**config.mk**
```make
export PLATFORM = sky130hd
export DESIGN_NAME = uart_rx_param
export DESIGN_NICKNAME = d
export VERILOG_FILES = /design/src/rtl/uart_rx_param.sv
export SDC_FILE = /design/constraint.sdc
export NUM_CORES = 1
export LEC_CHECK = 0
export ABC_AREA = 0
export BUFFER_PORTS_ARGS = -buffer_cell sky130_fd_sc_hd__buf_2
export CAP_MARGIN = 0
export CORE_MARGIN = 2
export CORE_UTILIZATION = 58
export DETAILED_ROUTE_END_ITERATION = 16
export PLACE_DENSITY_LB_ADDON = 0.08
export SETUP_SLACK_MARGIN = 0.15
export SLEW_MARGIN = 25
export SYNTH_ARGS = -nofsm -noshare
export SYNTH_HDL_FRONTEND = slang
export SYNTH_SLANG_ARGS = --single-unit
```
**constraint.sdc**
```tcl
create_clock -name clk -period 2.2 [get_ports clk]
set_clock_uncertainty 0.15 [all_clocks]
set_input_delay 0.44 -clock clk [delete_from_list [all_inputs] [get_ports clk]]
set_output_delay 0.44 -clock clk [all_outputs]
set_load 0.02 [all_outputs]
```
**src/rtl/uart_rx_param.sv**
```systemverilog
// Parametrised UART receiver. It conditions the line with a synchroniser and
// a 3-sample majority vote, then frames start/data/parity/stop bits. Finished
// words are held in a one-entry valid/ready buffer that flags framing, parity
// and overrun errors.
module uart_rx_param #(
  parameter int CLKS_PER_BIT = 220,
  parameter int DATA_BITS    = 8,
  parameter int PARITY       = 0,
  parameter int STOP_BITS    = 1
) (
  input  logic                 clk,
  input  logic                 reset,
  input  logic                 sdin,
  output logic [DATA_BITS-1:0] data,
  output logic                 data_valid,
  input  logic                 data_ready,
  output logic                 frame_err,
  output logic                 parity_err,
  output logic                 overrun,
  output logic                 busy
);

  localparam int CNT_W = $clog2(CLKS_PER_BIT);
  localparam int IDX_W = $clog2(DATA_BITS + 1);
  localparam int HALF  = CLKS_PER_BIT / 2;

  localparam logic [CNT_W-1:0] BIT_LAST  = CNT_W'(CLKS_PER_BIT - 1);
  localparam logic [CNT_W-1:0] HALF_LAST = CNT_W'(HALF - 1);
  localparam logic [IDX_W-1:0] DATA_LAST = IDX_W'(DATA_BITS - 1);
  localparam logic [IDX_W-1:0] STOP_LAST = IDX_W'(STOP_BITS - 1);
  localparam logic             PAR_ODD   = (PARITY == 1);

  typedef enum logic [2:0] {
    S_IDLE,
    S_START,
    S_DATA,
    S_PARITY,
    S_STOP,
    S_WAIT_HIGH
  } state_t;

  // Line conditioning: synchroniser, then a short history for the majority vote.
  logic       sync1_q, sync1_d;
  logic       sync2_q, sync2_d;
  logic [1:0] hist_q, hist_d;
  logic       sdin_s;
  logic       maj;

  // Frame assembly.
  state_t               state_q, state_d;
  logic [CNT_W-1:0]     cnt_q, cnt_d;
  logic [IDX_W-1:0]     idx_q, idx_d;
  logic [DATA_BITS-1:0] shift_q, shift_d;
  logic                 par_err_q, par_err_d;
  logic                 fe_acc_q, fe_acc_d;
  logic                 fe_next;
  logic                 cnt_end;
  logic                 done;

  // Output buffer.
  logic [DATA_BITS-1:0] data_q, data_d;
  logic                 valid_q, valid_d;
  logic                 frame_err_q, frame_err_d;
  logic                 parity_err_q, parity_err_d;
  logic                 overrun_q, overrun_d;
  logic                 pend_q, pend_d;
  logic                 busy_q, busy_d;
  logic                 read;

  assign sdin_s = sync2_q;

  // Synchroniser pipeline and the three-sample majority of the synchronised line.
  always_comb begin
    sync1_d = sdin;
    sync2_d = sync1_q;
    hist_d  = {hist_q[0], sdin_s};
    maj     = (sdin_s & hist_q[0]) | (sdin_s & hist_q[1]) | (hist_q[0] & hist_q[1]);
  end

  // Receive FSM: times each bit with cnt and takes every decision at the bit centre.
  always_comb begin
    state_d   = state_q;
    cnt_d     = cnt_q;
    idx_d     = idx_q;
    shift_d   = shift_q;
    par_err_d = par_err_q;
    fe_acc_d  = fe_acc_q;
    fe_next   = fe_acc_q;
    done      = 1'b0;
    cnt_end   = (cnt_q == BIT_LAST);

    case (state_q)
      S_IDLE: begin
        cnt_d     = '0;
        idx_d     = '0;
        par_err_d = 1'b0;
        fe_acc_d  = 1'b0;
        if (!sdin_s) begin
          state_d = S_START;
        end
      end

      S_START: begin
        if (cnt_q == HALF_LAST) begin
          cnt_d   = '0;
          state_d = maj ? S_IDLE : S_DATA;
        end else begin
          cnt_d = cnt_q + 1'b1;
        end
      end

      S_DATA: begin
        if (cnt_end) begin
          cnt_d   = '0;
          shift_d = {maj, shift_q[DATA_BITS-1:1]};
          if (idx_q == DATA_LAST) begin
            idx_d   = '0;
            state_d = (PARITY != 0) ? S_PARITY : S_STOP;
          end else begin
            idx_d = idx_q + 1'b1;
          end
        end else begin
          cnt_d = cnt_q + 1'b1;
        end
      end

      S_PARITY: begin
        if (cnt_end) begin
          cnt_d     = '0;
          par_err_d = ((^shift_q) ^ maj) != PAR_ODD;
          state_d   = S_STOP;
        end else begin
          cnt_d = cnt_q + 1'b1;
        end
      end

      S_STOP: begin
        if (cnt_end) begin
          cnt_d    = '0;
          fe_next  = fe_acc_q | ~maj;
          fe_acc_d = fe_next;
          if (idx_q == STOP_LAST) begin
            idx_d   = '0;
            done    = 1'b1;
            state_d = fe_next ? S_WAIT_HIGH : S_IDLE;
          end else begin
            idx_d = idx_q + 1'b1;
          end
        end else begin
          cnt_d = cnt_q + 1'b1;
        end
      end

      S_WAIT_HIGH: begin
        if (sdin_s) begin
          state_d = S_IDLE;
        end
      end

      default: begin
        state_d = S_IDLE;
      end
    endcase
  end

  // Output buffer: accepts a finished frame when empty or being read, else drops it.
  always_comb begin
    data_d       = data_q;
    valid_d      = valid_q;
    frame_err_d  = frame_err_q;
    parity_err_d = parity_err_q;
    overrun_d    = overrun_q;
    pend_d       = pend_q;
    read         = valid_q && data_ready;

    if (done) begin
      if (!valid_q || read) begin
        data_d       = shift_q;
        valid_d      = 1'b1;
        frame_err_d  = fe_next;
        parity_err_d = par_err_q;
        overrun_d    = pend_q;
        pend_d       = 1'b0;
      end else begin
        overrun_d = 1'b1;
        pend_d    = 1'b1;
      end
    end else if (read) begin
      valid_d      = 1'b0;
      frame_err_d  = 1'b0;
      parity_err_d = 1'b0;
      overrun_d    = 1'b0;
      pend_d       = 1'b0;
    end

    busy_d = (state_d != S_IDLE);
  end

  // All state, including the registered outputs, updates here with synchronous reset.
  always_ff @(posedge clk) begin
    if (reset) begin
      sync1_q      <= 1'b1;
      sync2_q      <= 1'b1;
      hist_q       <= 2'b11;
      state_q      <= S_IDLE;
      cnt_q        <= '0;
      idx_q        <= '0;
      shift_q      <= '0;
      par_err_q    <= 1'b0;
      fe_acc_q     <= 1'b0;
      data_q       <= '0;
      valid_q      <= 1'b0;
      frame_err_q  <= 1'b0;
      parity_err_q <= 1'b0;
      overrun_q    <= 1'b0;
      pend_q       <= 1'b0;
      busy_q       <= 1'b0;
    end else begin
      sync1_q      <= sync1_d;
      sync2_q      <= sync2_d;
      hist_q       <= hist_d;
      state_q      <= state_d;
      cnt_q        <= cnt_d;
      idx_q        <= idx_d;
      shift_q      <= shift_d;
      par_err_q    <= par_err_d;
      fe_acc_q     <= fe_acc_d;
      data_q       <= data_d;
      valid_q      <= valid_d;
      frame_err_q  <= frame_err_d;
      parity_err_q <= parity_err_d;
      overrun_q    <= overrun_d;
      pend_q       <= pend_d;
      busy_q       <= busy_d;
    end
  end

  assign data       = data_q;
  assign data_valid = valid_q;
  assign frame_err  = frame_err_q;
  assign parity_err = parity_err_q;
  assign overrun    = overrun_q;
  assign busy       = busy_q;

endmodule

```
**Yosys cells after proc, flatten, opt, wreduce, memory -nomap -nowiden**

Index checks and enable logic that the tools add are counted.

- Memories kept: 0
- Input bits: 4
- Word-level logic and storage cells: 94
- Register bits: 43
- Bits in latches: 0
- Bits in writable memories: 0
- Memory bits (read-only): 0
- Output and inout bits: 13

- Multiply operators: 0
- Reduce and logical (&&, ||, !) cells: 18
- $add $sub $neg: 2
- Multiplexer cells: 38
- Shifts and indexed selects: 0
- Bitwise gates (word level): 8
- Order comparisons: 0
- Eq/ne operators: 12
- Divide/modulo/power cells: 0

Operators by type and width:

| cell | count |
|---|---|
| 3-bit two-way mux | 9 |
| 8-bit case mux with 3 select lines | 1 |
| 3-bit case mux with 6 select lines | 1 |
| 1-bit two-way mux | 17 |
| 4-bit two-way mux | 4 |
| 8-bit two-way mux | 2 |
| 4-bit case mux with 3 select lines | 1 |
| 3-bit nonzero test | 3 |
| 8-bit by 1-bit adder with 8-bit output, second input constant | 1 |
| 8-bit by 7-bit == test with 1-bit output, second input constant | 1 |
| 8-bit == test, second input constant | 1 |
| 2-bit AND reduction | 4 |
| 8-bit parity | 1 |
| 3-bit by 2-bit == test with 1-bit output, second input constant | 2 |
| 3-bit == test, second input constant | 2 |
| 2-bit inequality test, second input constant | 3 |
| 2-bit nonzero test | 3 |
| 4-bit by 1-bit adder with 4-bit output, second input constant | 1 |
| 4-bit by 3-bit == test with 1-bit output, second input constant | 1 |
| 4-bit zero test | 1 |
| 1-bit case mux with 2 select lines | 2 |
| 1-bit bitwise AND | 3 |
| 3-bit by 1-bit == test with 1-bit output, second input constant | 1 |
| 3-bit zero test | 1 |
| 10 further kinds | 12 |

**Depth between registers and ports, before layout**

- Depth in word-level cells: 10
- Mapped depth: 8
- Depth with buffers taken out: 7

**Least setup slack after synthesis**

OpenSTA, ideal clock, no wires.

- Path type: reg2reg
- Start point: reg idx_q[0]
- End point: reg data_q[0] (netlist: data[0])
- Period minus slack after synthesis: 1,966 ps
- Data arrival time: 1,689 ps
- Stages on the path, launching flop included: 9
- Slack: 234 ps
- Required time: 1,922 ps
- Library setup time: 128 ps
- Buffers on the path: 1
- Cells stage by stage: dfxtp_1 > inv_1 > ha_1 > or3b_1 > nor4_4 > and2_1 > buf_6 > mux2i_1 > nor2_1

- Cells in the longest elaborated chain, start to end: 5

RTL lines:

| item | RTL line | source |
|---|---|---|
| start, declared | 52 | `logic [IDX_W-1:0] idx_q, idx_d;` |
| start signal, assigned | 224 | `idx_q <= idx_d;` |
| 4-bit zero test | 142 | `if (idx_q == STOP_LAST) begin` |
| 1-bit two-way mux | 142 |  |
| 1-bit two-way mux | 138 | `if (cnt_end) begin` |
| 1-bit two-way mux | 92 | `case (state_q)` |
| 2-bit AND reduction (no line) | - |  |
| end signal, assigned | 228 | `data_q <= data_d;` |
| end, declared | 61 | `logic [DATA_BITS-1:0] data_q, data_d;` |

Every way passes these cells.
A chain may end at the register's enable or synchronous reset.

**Final worst setup path**

- Start point: reg idx_q[0]
- End point: reg data_q[5] (netlist: data[5])

Same word-level chain as after synthesis.

==> metrics <==
Clock Tree Buf Depth=2; Sequential Power Share=64.4%; Fin. Hold Viols=0; share of cells above drive strength 1=24.6%; crit-path cells=inv_4, ha_4, or3b_4, nor4_4, and2_4, clkbuf_16, mux2i_1, nor2_1; RSZ-0062 raised after global routing=true; outcome=finished, final reports clean; WHS Path Cells=2; most frequent cells after synthesis=dfxtp_1, nor2_1, mux2i_1; Worst setup SP type=register; setup TNS=0 ns; register area share after synthesis=42.6%; post-DR vias/cell=5.70; Avg Cell Area, Syn=9.06 um2; GPL Wtd Cong=0.835; total track usage=22.9%; synth warn=0; Pwr Density=511 mW/mm2; met3 Usage GRT=4.86%; die outline width=63.0 um; relative slew slack=74.3%; number of antenna violations at the first check in global routing=0; reg2reg end=data[5]; later-pin clock latency in the skew report=0.35 ns; vias in the first global route=1,599; Clk pwr share=31.4%; Vias=1,698; GRT Max-Usage Layer=met2; Worst Setup Slack, final=0.157 ns; CTS tree=yes; Slew Viols, Final=0; # diodes=0; Comb power frac=4.2%; Clock H-tree levels=2; Final min period=2.04 ns; CP Capture Type=register; worst slack, placed=0.180 ns; ANT nets after route=0; grt ovf=0; maxcap violations=0; async set-reset flop share out of synthesis=0%; Slew @ Worst Pin=0.386 ns; CP max-delay cell=dfxtp_4; Pwr Total=0.00122 W; DRC=0; Post-Syn Area=0.00202 mm2; Max FO, Critical Path=6; met1 Use GR=27.1%; Peak VDD IR=0.476 mV; Worst R2R Start=idx_q[0]; clock slew at reported path FFs=0.11 ns; Placed Cells=288; fin crit share=92.8%; CP peak stage delay=0.39 ns; final wirelength=4320 um; port buffer count=16; DR pass1 iterations=4; Die Y-Extent=63.0 um; global-route wire length before repair=7250 um; Final setup viols=0; dpl hpwl=3060 um; CTS Buf Count=5; WL per Instance=14.5 um; fin cells=298; number of different library cells in the post-synthesis netlist=51; Min-Delay Endpoint=sync1_q; r2r worst-path depth=8; count leader, synth=dfxtp_1; Crit path arrival time=2.13 ns; switching part of the total=22.3%; number of flops mapped to enable cells by yosys=0; Top Family by Delay on Critical Path=simple AND/OR/NAND/NOR gates; IO Count=17; CP Class=register to register; die area=0.00397 mm2; dominant cells by area after synthesis=dfxtp_1, mux2i_1, nor2_1; largest net degree at the start of global routing=22; starting density of the core=60.5%; Worst Path Required=2.29 ns; ys flop type=dfxtp_1; Cell Area, Placed=0.00221 mm2; HP Start=sdin; Post-Syn Nets=231; Area Overhead vs Synth=18.3%; Core Footprint=0.00334 mm2; Internal Dissipation=0.000949 W; Root Buffer=clkbuf_4; synthesized flop and latch total=43; CTS Sinks=43; number of DRC markers in iteration 0=99; GR Layer Usage met2=40.2%; fmax=490 MHz; Final Instance Area=0.00239 mm2; min-delay worst type=input port to register; Synth top area share=42.6%; CP bufs+invs=2; cell taking the most area after synthesis=dfxtp_1; static leakage=0.924 nW; Net Sw Power=0.000272 W; Std-Cell Rows=21; Final nets=260; FF-to-FF setup slack=0.16 ns; Mapped Cells=223
## placed cells by master (no fill, tap or decap), drive strengths merged, types with 2 or more instances in the layout
cell type and count:
xor2 3, o21ai 11, a21oi 10, or3b 3
nor2 39, nand3 3, a211oi 2, buf 29
dfxtp 43, inv 7, xnor2 10, o211a 2
nand2b 3, o311a 2, nand2 12, a22oi 2
nand4b 2, nor3b 2, a31oi 2, nand4 2
and3b 2, ha 4, or2 4, nand3b 2
mux2i 17, nor3 7, clkbuf 7
## worst max path at each step
stage | startpoint | to | slack (ns) | depth (start not counted)
global placement | idx_q[0] | busy | 0.22 | 6
CTS | idx_q[0] | data[4] | 0.17 | 8
finish | idx_q[0] | data[5] | 0.16 | 8
detailed placement | idx_q[0] | busy | 0.18 | 6
global route | idx_q[0] | data[6] | 0.07 | 8
floorplan | idx_q[0] | data[0] | 0.23 | 8
## registers in the layout (all words and copies together), names as in the netlist, 2 cells and up
signal,flops
data,8
shift_q,8
state_q,3
cnt_q,8
idx_q,4
hist_q,2
## worst register-to-register path, delay by kind of cell, from the launching register on
kind                     cells  cell delay [ns]
adder cells (fa/ha/maj)      1             0.12
multiplexers                 1             0.18
AND/OR/NAND/NOR              4             0.90
flip-flops                   1             0.39
buffers and inverters        2             0.20
## kinds of logic after synthesis
kind of cell	Yosys count	synth area share, %
AND/OR/NAND/NOR	90	24.0
flip-flops	43	42.6
XOR/XNOR	13	5.64
buffers and inverters	15	3.35
multiplexers	17	8.43
adder cells (fa/ha/maj)	5	2.97
AO/OA/AOI/OAI	40	12.9
## power by group through the flow
stage                     Sequential, W  Clock (W)  Combinational, W
final                          0.000786   0.000383         0.0000517
after global routing           0.000787   0.000418         0.0000561
after CTS                      0.000787   0.000396         0.0000472
after detailed placement       0.000805          0         0.0000472
after global placement         0.000805          0         0.0000450
after floorplan                0.000806          0         0.0000294
## layout make-up
| cell class | count | area [um2] |
|---|---|---|
| clock inverters | 1 | 5.00 |
| multi-input cells | 165 | 1160 |
| flip-flops and latches | 43 | 871 |
| repair buffers | 30 | 215 |
| clock buffers | 6 | 51.3 |
| well taps | 46 | 57.6 |
| fillers | 269 | 947 |
| inverters | 7 | 28.8 |
## through the flow
stage          hold slack [ns]  util, %
3_3_place_gp             0.242     66.3
6_report                 0.127     71.6
4_1_cts                  0.118     67.9
3_5_place_dp             0.252     66.3
5_1_grt                  0.132     71.6
2_1_floorplan            0.239        -
## per-layer routing
metal | vias up | routed length (um)
met2 | 44 | 2200
met1 | 802 | 1830
met3 | 13 | 170
met4 | 0 | 119
met5 | - | 0
li1 | 839 | -
## timing repair
item,4_1_cts,5_1_grt
endpoints found under the hold margin,0,0
buffers inserted,0,2
setup endpoints to repair,0,20
gates resized for setup,0,22
hold buffers,0,0
Power figures use the tool's default switching activity.
